File: config.mk
export PLATFORM = sky130hd
export DESIGN_NAME = multicycle_control
export DESIGN_NICKNAME = d
export VERILOG_FILES = /design/src/rtl/multicycle_control_pkg.sv /design/src/rtl/multicycle_control_output_decode.sv /design/src/rtl/multicycle_control.sv
export SDC_FILE = /design/constraint.sdc
export NUM_CORES = 1
export LEC_CHECK = 0
export BUFFER_PORTS_ARGS = -buffer_cell sky130_fd_sc_hd__clkbuf_2
export CELL_PAD_IN_SITES_DETAIL_PLACEMENT = 1
export CELL_PAD_IN_SITES_GLOBAL_PLACEMENT = 2
export CORE_ASPECT_RATIO = 0.9
export CORE_MARGIN = 2
export CORE_UTILIZATION = 33
export CTS_CLUSTER_DIAMETER = 150
export DETAILED_ROUTE_END_ITERATION = 16
export PLACE_DENSITY = 0.89
export SLEW_MARGIN = 20
export SYNTH_ARGS = -nofsm -noshare
export SYNTH_HDL_FRONTEND = slang
export SYNTH_SLANG_ARGS = --single-unit
File: constraint.sdc
create_clock -name clk -period 4.3 [get_ports clk]
set_clock_uncertainty 0.05 [all_clocks]
set_input_delay 0.86 -clock clk [delete_from_list [all_inputs] [get_ports clk]]
set_output_delay 0.86 -clock clk [all_outputs]
set_load 0.01 [all_outputs]
File: src/rtl/multicycle_control_pkg.sv
// Shared encodings for the multicycle RISC control FSM: states, opcodes,
// ALU-op codes, datapath mux selects and the decoded control word.
package multicycle_control_pkg;

  localparam logic [3:0] S_FETCH    = 4'd0;
  localparam logic [3:0] S_DECODE   = 4'd1;
  localparam logic [3:0] S_EXEC_R   = 4'd2;
  localparam logic [3:0] S_EXEC_I   = 4'd3;
  localparam logic [3:0] S_WB_R     = 4'd4;
  localparam logic [3:0] S_WB_I     = 4'd5;
  localparam logic [3:0] S_MEM_ADDR = 4'd6;
  localparam logic [3:0] S_MEM_RD   = 4'd7;
  localparam logic [3:0] S_MEM_WB   = 4'd8;
  localparam logic [3:0] S_MEM_WR   = 4'd9;
  localparam logic [3:0] S_BRANCH   = 4'd10;
  localparam logic [3:0] S_JUMP     = 4'd11;
  localparam logic [3:0] S_HALT     = 4'd12;

  localparam logic [3:0] OP_RTYPE = 4'd0;
  localparam logic [3:0] OP_ADDI  = 4'd1;
  localparam logic [3:0] OP_SLTI  = 4'd2;
  localparam logic [3:0] OP_OP8I  = 4'd3;
  localparam logic [3:0] OP_OP9I  = 4'd4;
  localparam logic [3:0] OP_LW    = 4'd5;
  localparam logic [3:0] OP_SW    = 4'd6;
  localparam logic [3:0] OP_BEQ   = 4'd7;
  localparam logic [3:0] OP_J     = 4'd8;
  localparam logic [3:0] OP_HALT  = 4'd15;

  localparam logic [2:0] ALUOP_FUNC = 3'd0;
  localparam logic [2:0] ALUOP_SUB  = 3'd1;
  localparam logic [2:0] ALUOP_SLT  = 3'd2;
  localparam logic [2:0] ALUOP_ADD  = 3'd3;
  localparam logic [2:0] ALUOP_OP8  = 3'd4;
  localparam logic [2:0] ALUOP_OP9  = 3'd5;

  localparam logic [1:0] SRCB_REGB  = 2'd0;
  localparam logic [1:0] SRCB_ONE   = 2'd1;
  localparam logic [1:0] SRCB_IMM   = 2'd2;
  localparam logic [1:0] SRCB_BROFF = 2'd3;

  localparam logic [1:0] PCSRC_ALU    = 2'd0;
  localparam logic [1:0] PCSRC_ALUOUT = 2'd1;
  localparam logic [1:0] PCSRC_JUMP   = 2'd2;

  typedef struct packed {
    logic [2:0] aluOp;
    logic       aluSrcA;
    logic [1:0] aluSrcB;
    logic       pcWrite;
    logic       pcWriteCond;
    logic [1:0] pcSource;
    logic       iorD;
    logic       memRead;
    logic       memWrite;
    logic       irWrite;
    logic       regWrite;
    logic       regDst;
    logic       memToReg;
    logic       halted;
  } ctrl_t;

  function automatic logic [2:0] iTypeAluOp(input logic [3:0] opcode);
    case (opcode)
      OP_SLTI: iTypeAluOp = ALUOP_SLT;
      OP_OP8I: iTypeAluOp = ALUOP_OP8;
      OP_OP9I: iTypeAluOp = ALUOP_OP9;
      default: iTypeAluOp = ALUOP_ADD;
    endcase
  endfunction

endpackage

File: src/rtl/multicycle_control_output_decode.sv
// Moore decode of FSM state into the datapath control word; FETCH strobes
// are qualified by the memory handshake so PC/IR hold during a fetch stall.
module mc_output_decode
  import multicycle_control_pkg::*;
#(
  parameter logic [2:0] FETCH_ALU_OP = ALUOP_ADD
) (
  input  logic [3:0] state,
  input  logic [2:0] iAluOp,
  input  logic       memReady,
  output ctrl_t      ctrl
);

  always_comb begin
    ctrl       = '0;
    ctrl.aluOp = ALUOP_ADD;
    case (state)
      S_FETCH: begin
        ctrl.memRead = 1'b1;
        ctrl.irWrite = memReady;
        ctrl.pcWrite = memReady;
        ctrl.aluSrcB = SRCB_ONE;
        ctrl.aluOp   = FETCH_ALU_OP;
      end
      S_DECODE: begin
        ctrl.aluSrcB = SRCB_BROFF;
        ctrl.aluOp   = FETCH_ALU_OP;
      end
      S_EXEC_R: begin
        ctrl.aluSrcA = 1'b1;
        ctrl.aluSrcB = SRCB_REGB;
        ctrl.aluOp   = ALUOP_FUNC;
      end
      S_EXEC_I: begin
        ctrl.aluSrcA = 1'b1;
        ctrl.aluSrcB = SRCB_IMM;
        ctrl.aluOp   = iAluOp;
      end
      S_WB_R: begin
        ctrl.regWrite = 1'b1;
        ctrl.regDst   = 1'b1;
      end
      S_WB_I: ctrl.regWrite = 1'b1;
      S_MEM_ADDR: begin
        ctrl.aluSrcA = 1'b1;
        ctrl.aluSrcB = SRCB_IMM;
      end
      S_MEM_RD: begin
        ctrl.memRead = 1'b1;
        ctrl.iorD    = 1'b1;
      end
      S_MEM_WB: begin
        ctrl.regWrite = 1'b1;
        ctrl.memToReg = 1'b1;
      end
      S_MEM_WR: begin
        ctrl.memWrite = 1'b1;
        ctrl.iorD     = 1'b1;
      end
      S_BRANCH: begin
        ctrl.aluSrcA     = 1'b1;
        ctrl.aluSrcB     = SRCB_REGB;
        ctrl.aluOp       = ALUOP_SUB;
        ctrl.pcWriteCond = 1'b1;
        ctrl.pcSource    = PCSRC_ALUOUT;
      end
      S_JUMP: begin
        ctrl.pcWrite  = 1'b1;
        ctrl.pcSource = PCSRC_JUMP;
      end
      S_HALT: ctrl.halted = 1'b1;
      default: ;
    endcase
  end

endmodule

File: src/rtl/multicycle_control.sv
// Main control FSM of the multicycle core: sequences fetch/decode/execute/
// memory/writeback, flags undefined opcodes and counts retired instructions.
module multicycle_control
  import multicycle_control_pkg::*;
#(
  parameter int         CNT_W        = 16,
  parameter logic [2:0] FETCH_ALU_OP = ALUOP_ADD
) (
  input  logic             clk,
  input  logic             rst,
  input  logic [3:0]       inp_opcode,
  input  logic             inp_memReady,
  output logic [2:0]       out_aluOp,
  output logic             out_aluSrcA,
  output logic [1:0]       out_aluSrcB,
  output logic             out_pcWrite,
  output logic             out_pcWriteCond,
  output logic [1:0]       out_pcSource,
  output logic             out_iorD,
  output logic             out_memRead,
  output logic             out_memWrite,
  output logic             out_irWrite,
  output logic             out_regWrite,
  output logic             out_regDst,
  output logic             out_memToReg,
  output logic             out_illegal,
  output logic             out_halted,
  output logic [CNT_W-1:0] out_retired
);

  logic [3:0]       state;
  logic [3:0]       stateNext;
  logic [2:0]       iAluOp;
  logic             retire;
  logic             illegalOp;
  logic [CNT_W-1:0] retired;
  logic             illegal;
  ctrl_t            ctrl;

  assign illegalOp = (inp_opcode >= 4'd9) && (inp_opcode <= 4'd14);

  always_comb begin
    stateNext = S_FETCH;
    case (state)
      S_FETCH:  stateNext = inp_memReady ? S_DECODE : S_FETCH;
      S_DECODE: begin
        case (inp_opcode)
          OP_RTYPE:                         stateNext = S_EXEC_R;
          OP_ADDI, OP_SLTI, OP_OP8I, OP_OP9I: stateNext = S_EXEC_I;
          OP_LW, OP_SW:                     stateNext = S_MEM_ADDR;
          OP_BEQ:                           stateNext = S_BRANCH;
          OP_J:                             stateNext = S_JUMP;
          OP_HALT:                          stateNext = S_HALT;
          default:                          stateNext = S_FETCH;
        endcase
      end
      S_EXEC_R: stateNext = S_WB_R;
      S_EXEC_I: stateNext = S_WB_I;
      S_MEM_ADDR: begin
        if (inp_opcode == OP_LW)      stateNext = S_MEM_RD;
        else if (inp_opcode == OP_SW) stateNext = S_MEM_WR;
        else                          stateNext = S_FETCH;
      end
      S_MEM_RD: stateNext = inp_memReady ? S_MEM_WB : S_MEM_RD;
      S_MEM_WR: stateNext = inp_memReady ? S_FETCH : S_MEM_WR;
      S_HALT:   stateNext = S_HALT;
      default:  stateNext = S_FETCH;
    endcase
  end

  // Only completed instructions retire; illegal ones return to FETCH from DECODE.
  always_comb begin
    retire = 1'b0;
    case (state)
      S_WB_R, S_WB_I, S_MEM_WB, S_BRANCH, S_JUMP: retire = 1'b1;
      S_MEM_WR: retire = inp_memReady;
      default:  retire = 1'b0;
    endcase
  end

  always_ff @(posedge clk or posedge rst) begin
    if (rst) begin
      state   <= S_FETCH;
      illegal <= 1'b0;
      retired <= '0;
    end else begin
      state   <= stateNext;
      illegal <= (state == S_DECODE) && illegalOp;
      if (retire) retired <= retired + CNT_W'(1);
    end
  end

  // EXEC_I op captured while the opcode is sampled, so later IR changes cannot leak in.
  always_ff @(posedge clk) begin
    if (state == S_DECODE) iAluOp <= iTypeAluOp(inp_opcode);
  end

  mc_output_decode #(
    .FETCH_ALU_OP(FETCH_ALU_OP)
  ) uDecode (
    .state   (state),
    .iAluOp  (iAluOp),
    .memReady(inp_memReady),
    .ctrl    (ctrl)
  );

  assign out_aluOp       = ctrl.aluOp;
  assign out_aluSrcA     = ctrl.aluSrcA;
  assign out_aluSrcB     = ctrl.aluSrcB;
  assign out_pcWrite     = ctrl.pcWrite;
  assign out_pcWriteCond = ctrl.pcWriteCond;
  assign out_pcSource    = ctrl.pcSource;
  assign out_iorD        = ctrl.iorD;
  assign out_memRead     = ctrl.memRead;
  assign out_memWrite    = ctrl.memWrite;
  assign out_irWrite     = ctrl.irWrite;
  assign out_regWrite    = ctrl.regWrite;
  assign out_regDst      = ctrl.regDst;
  assign out_memToReg    = ctrl.memToReg;
  assign out_halted      = ctrl.halted;
  assign out_illegal     = illegal;
  assign out_retired     = retired;

endmodule

After elaboration in Yosys (flattened, before gate mapping). Memory sizes are Yosys's and may differ from the RTL's. Index checks and enable logic that the tools add are counted.

Output and inout bits: 35. Bits in read-only memories: 64. Flip-flop bits (word level): 24. Logic and storage cells: 56. Input port bits: 7. Memories kept: 1.

Memories: (no name shown) (words 16, bits a word 4, read ports 1, clocked after Yosys merged registers in 0, wr ports 0, RTL line multicycle_control.sv:47) `case (inp_opcode)`.

Add/sub/neg operators: 1. Reductions and logical operators: 9. Muxes and demuxes: 22. Magnitude comparators: 2. Eq/ne operators: 17.

Operator list (count): one-hot mux 4 bit (8 select lines) (1); == test 4 x 3 -> 1 bit, second input constant (7); == test 4 bit, second input constant (5); one-hot mux 3 bit (3 select lines) (2); adder 16 x 1 -> 16 bit, second input constant (1); == test 4 x 2 -> 1 bit, second input constant (4); 2-to-1 mux 4 bit (4); 2-to-1 mux 1 bit (11); one-hot mux 2 bit (3 select lines) (1); OR reduction 2 bit (3); OR reduction 5 bit (1); == test 4 x 1 -> 1 bit, second input constant (1); greater-or-equal comparator 4 bit, second input constant (1); <= comparator 4 bit, second input constant (1); logical NOT 4 bit (1); one-hot mux 1 bit (2 select lines) (2); one-hot mux 2 bit (2 select lines) (1); OR reduction 4 bit (1); OR reduction 3 bit (1); logical AND 1 bit (2).

Depth between registers and ports, before layout.
Depth after elaboration: 4. Depth in mapped cells: 6. Mapped depth without buffers: 6.

Modules after synthesis. A second synthesis with hierarchy kept.

Cells, all modules: 171. Area total of the unflattened synthesis: 1646.6 um2.

Modules (own cells, without submodules): multicycle_control (cells each 129, seq. area each 615.6 um2, area each 1380.1 um2, instances 1); mc_output_decode (cells each 42, seq. area each 0.0 um2, area each 266.5 um2, instances 1).

Worst setup path before layout. No wires, ideal clock.

Kind: register to output. Start point: reg state[1]. End point: out out_pcSource[0]. Arrival time: 1.464 ns. Slack: 1.926 ns. Path buffers: 3. Required time: 3.390 ns. Cell stages (with the launch flop): 5. Path through: dfrtp_1 -> clkbuf_1 -> clkbuf_1 -> nor3b_1 -> buf_4.

Longest elaborated chain between the ends: 2. Elaborated cells on any way between the ends: 3. Those cells by class: 2 x eq/ne; 1 x mux.

Ends and longest elaborated chain: start: declaration (RTL line multicycle_control.sv:31) `logic [3:0] state;`; start signal: assignment (RTL line multicycle_control.sv:87) `state <= stateNext;`; == test 4 bit (RTL line multicycle_control_output_decode.sv:17) `case (state)`; one-hot mux 2 bit (2 select lines) (*) (RTL line multicycle_control_output_decode.sv:17); end: declaration (RTL line multicycle_control.sv:18) `output logic [1:0] out_pcSource,`.

Mark *: on every way between the ends. The rest lies on a longest branch, timed or not.

Worst setup path in the final report.
Start point: reg state[1]. End point: out out_pcWrite.

Longest elaborated chain between the ends: 2. Elaborated cells on any way between the ends: 3. Those cells by class: 1 x eq/ne; 1 x mux; 1 x reduce/logical.

Ends and longest elaborated chain: == test 4 bit or logical NOT 4 bit (tied branches) (RTL line multicycle_control_output_decode.sv:17); one-hot mux 1 bit (2 select lines) (*) (RTL line multicycle_control_output_decode.sv:17); end: declaration (RTL line multicycle_control.sv:16) `output logic out_pcWrite,`.

Marks and branches as above.

==> flow_metrics.py <==
metrics = {
    "layout": {
        "regArea_sq_um": 616,
        "fill_cells": 556,
        "final_nets": 216,
        "fin_cells": 263,
        "n_antenna_cell": 0,
        "drive_gt1_share_pct": 26.4,
        "multi_input_area_sq_um": 828,
        "syn2layout_area_growth_pct": 18.3,
    },
    "floorplanning": {
        "die_x_um": 75.5,
        "core_sq_mm": 0.00443,
        "io_pins": 42,
        "die_area_sq_mm": 0.00517,
        "die_h_um": 68.4,
        "start_util_pct": 34.3,
        "fp-row-count": 23,
    },
    "place": {
        "port_buffers": 41,
        "dp_hpwl_um": 2840,
        "place.gp.congestion": 0.797,
        "dp_cells": 259,
    },
    "sta": {
        "finalCritPeriodShare_pct": 62.5,
        "period_minus_slack_ps": 2690,
        "setup_viol": 0,
        "slew_violations": 0,
        "relSlewSlack_pct": 40.4,
        "hold_viol": 0,
        "fmax_mhz": 372,
        "timing.setup.tns_ps": 0,
        "rsz0062_at_grt": "false",
        "worst_pin_slew_ps": 894,
    },
    "cts": {
        "cts_resized": 0,
        "ctsHoldBuffers": 0,
        "cts_buffers": 3,
        "clk_path_buf_depth": 2,
        "cts_tree": "built",
        "insertion_delay_ps": 260,
        "post_cts_buffers": 0,
        "cts-root-buf": "clkbuf_8",
        "clock-sinks": 24,
        "cts_htree_levels": 1,
        "clk_pin_slew_ps": 80,
    },
    "power_and_ir_drop": {
        "power_mw": 0.890,
        "cellLeakagePower_nw": 0.826,
        "ir_drop_v": 0.000218,
        "p_per_area_mw_per_mm2": 495,
    },
    "yosys": {
        "ys_seq_area_share_pct": 40.5,
        "synth_seq_cells": 24,
        "synth_edf_count": 3,
        "synth_cell_types": 39,
        "avgSynthCellArea_sq_um": 9.16,
        "synthesis.area_sq_mm": 0.00152,
        "synth_flop_cell": "dfrtp_1",
        "ys_warn_count": 0,
        "yosysMostFrequentCell": "dfrtp_1",
        "synth_cells": 166,
        "synthTopCellsByArea": "dfrtp_1 35%, xnor2_1 6.3%, edfxtp_1 5.9%, ha_1 5.8%, nand2_1 4.4%",
        "yosysTopAreaCellShare_pct": 34.6,
        "ys_top_cells_by_count": "21 x dfrtp_1, 18 x nand2_1, 15 x nor2_1, 11 x xnor2_1, 10 x nand4_1",
        "yosys.area.top_type": "dfrtp_1",
        "async_flop_share_pct": 87.5,
        "syn-num-nets": 180,
    },
    "critical_path": {
        "crit_required_ps": 3390,
        "cpPeakStageDelay_ps": 720,
        "worstPathArrival_ps": 1780,
        "end_kind": "primary output",
        "cpMaxStageDelayCell": "dfrtp_1",
        "path_max_fanout": 20,
        "critPathKind": "reg -> out",
        "cp-start-kind": "flop",
        "path_cells": "nor2_1 -> and3_1 -> or2_2 -> clkbuf_2",
    },
    "detailed_routing": {
        "vias": 1339,
        "ant_nets": 0,
        "first_iter_violations": 135,
        "vias_per_cell": 5.09,
        "wire_per_inst_um": 14.2,
        "wirelength_um": 3730,
        "drtPass1Iterations": 4,
        "drc": 0,
    },
    "outcome": {
        "status": "finished clean",
    },
    "grt": {
        "first_global_vias": 1215,
        "grt_pass1_wl_um": 6170,
        "grt_max_degree": 22,
        "grt_antenna_before_repair": 0,
        "grt_usage_pct": 15.8,
        "overflow": 0,
    },
    "flow_run": {
        "maxCapViolCount": 0,
    },
    "min_path": {
        "hold_class": "reg -> reg",
    },
}
[layout by cell type, fill, tap and decap left out, types with 3 or more instances in the layout]
master | netlist | layout
nand3_1 | 5 | 5
inv_1 | 7 | 7
nor2_1 | 15 | 15
nand2_1 | 18 | 18
clkbuf_8 | 0 | 3
ha_1 | 7 | 7
mux2_2 | 3 | 3
and3_1 | 7 | 7
clkbuf_2 | 0 | 41
edfxtp_1 | 3 | 3
nand4_1 | 10 | 10
a21oi_1 | 3 | 3
o21ai_0 | 7 | 7
nor3_1 | 6 | 6
xor2_1 | 4 | 4
dfrtp_1 | 21 | 21
xnor2_1 | 11 | 11
[flip-flops by register name, summed over array words and instances, names as in the netlist]
signal and flops:
out_retired 16, state 4, iAluOp 3, out_illegal 1
[metal layers]
| layer | up-vias | track usage [%] | routed length (um) |
|---|---|---|---|
| met3 | 3 | 3.68 | 174 |
| li1 | 653 | - | - |
| met2 | 32 | 23.5 | 1720 |
| met5 | - | 0 | 0 |
| met4 | 0 | 2.85 | 15 |
| met1 | 651 | 23.7 | 1820 |
[per-stage QoR]
step	util [%]	area (sq um)	hold WS, ps	worst slack [ps]
6_report	40.6	1800	423	1610
5_1_grt	40.6	1800	433	1460
4_1_cts	40.6	1800	427	1610
3_5_place_dp	39.6	1750	407	1810
3_3_place_gp	39.6	1750	415	1840
2_1_floorplan	-	1520	454	1930
[logic make-up (layout without fill, tap and decap cells)]
kind of cell    Yosys count  count (layout)  synth area share [%]
compound gates           21              21                  8.97
fa+ha+maj                 7               7                  5.76
buf+inv                  17              52                  5.02
mux                       5               5                  3.54
xor+xnor                 15              15                  8.64
flops                    24              24                  40.5
simple gates             77              77                  27.6
[worst max-delay path, delay by kind of cell, from the launching register on]
kind / cells / cell delay, ps
DFF: 1 / 720
and+or+nand+nor: 3 / 670
buffers and inverters: 1 / 130
[final cells by class]
type	count	share of cell area, %
Sequential cell	24	34.2
Inverter	7	1.46
Clock buffer	4	2.51
Multi-Input combinational cell	125	46.1
Tap cell	62	4.31
Timing Repair Buffer	41	11.4
[power by group]
| group | total [mW] | internal, mW | switching (mW) |
|---|---|---|---|
| Combinational | 0.374 | 0.162 | 0.212 |
| Clock | 0.134 | 0.0661 | 0.0678 |
| Sequential | 0.382 | 0.277 | 0.105 |
| Total | 0.890 | 0.506 | 0.385 |
[path summary, 6_finish.rpt]
kind | from | to | slack, ps | cells past startpoint
setup reg to reg | state[1]$_DFF_PP0_ | out_retired[7]$_DFFE_PP0P_ | 2170 | 4
hold reg to reg | out_retired[15]$_DFFE_PP0P_ | out_retired[15]$_DFFE_PP0P_ | 420 | 1
max in group asynchronous | rst | state[3]$_DFF_PP0_ | 3060 | 2
min in group asynchronous | rst | out_retired[12]$_DFFE_PP0P_ | 660 | 2
hold / removal | out_retired[15]$_DFFE_PP0P_ | out_retired[15]$_DFFE_PP0P_ | 420 | 1
setup / recovery | state[1]$_DFF_PP0_ | out_pcWrite | 1610 | 4
Power figures use the tool's default switching activity.
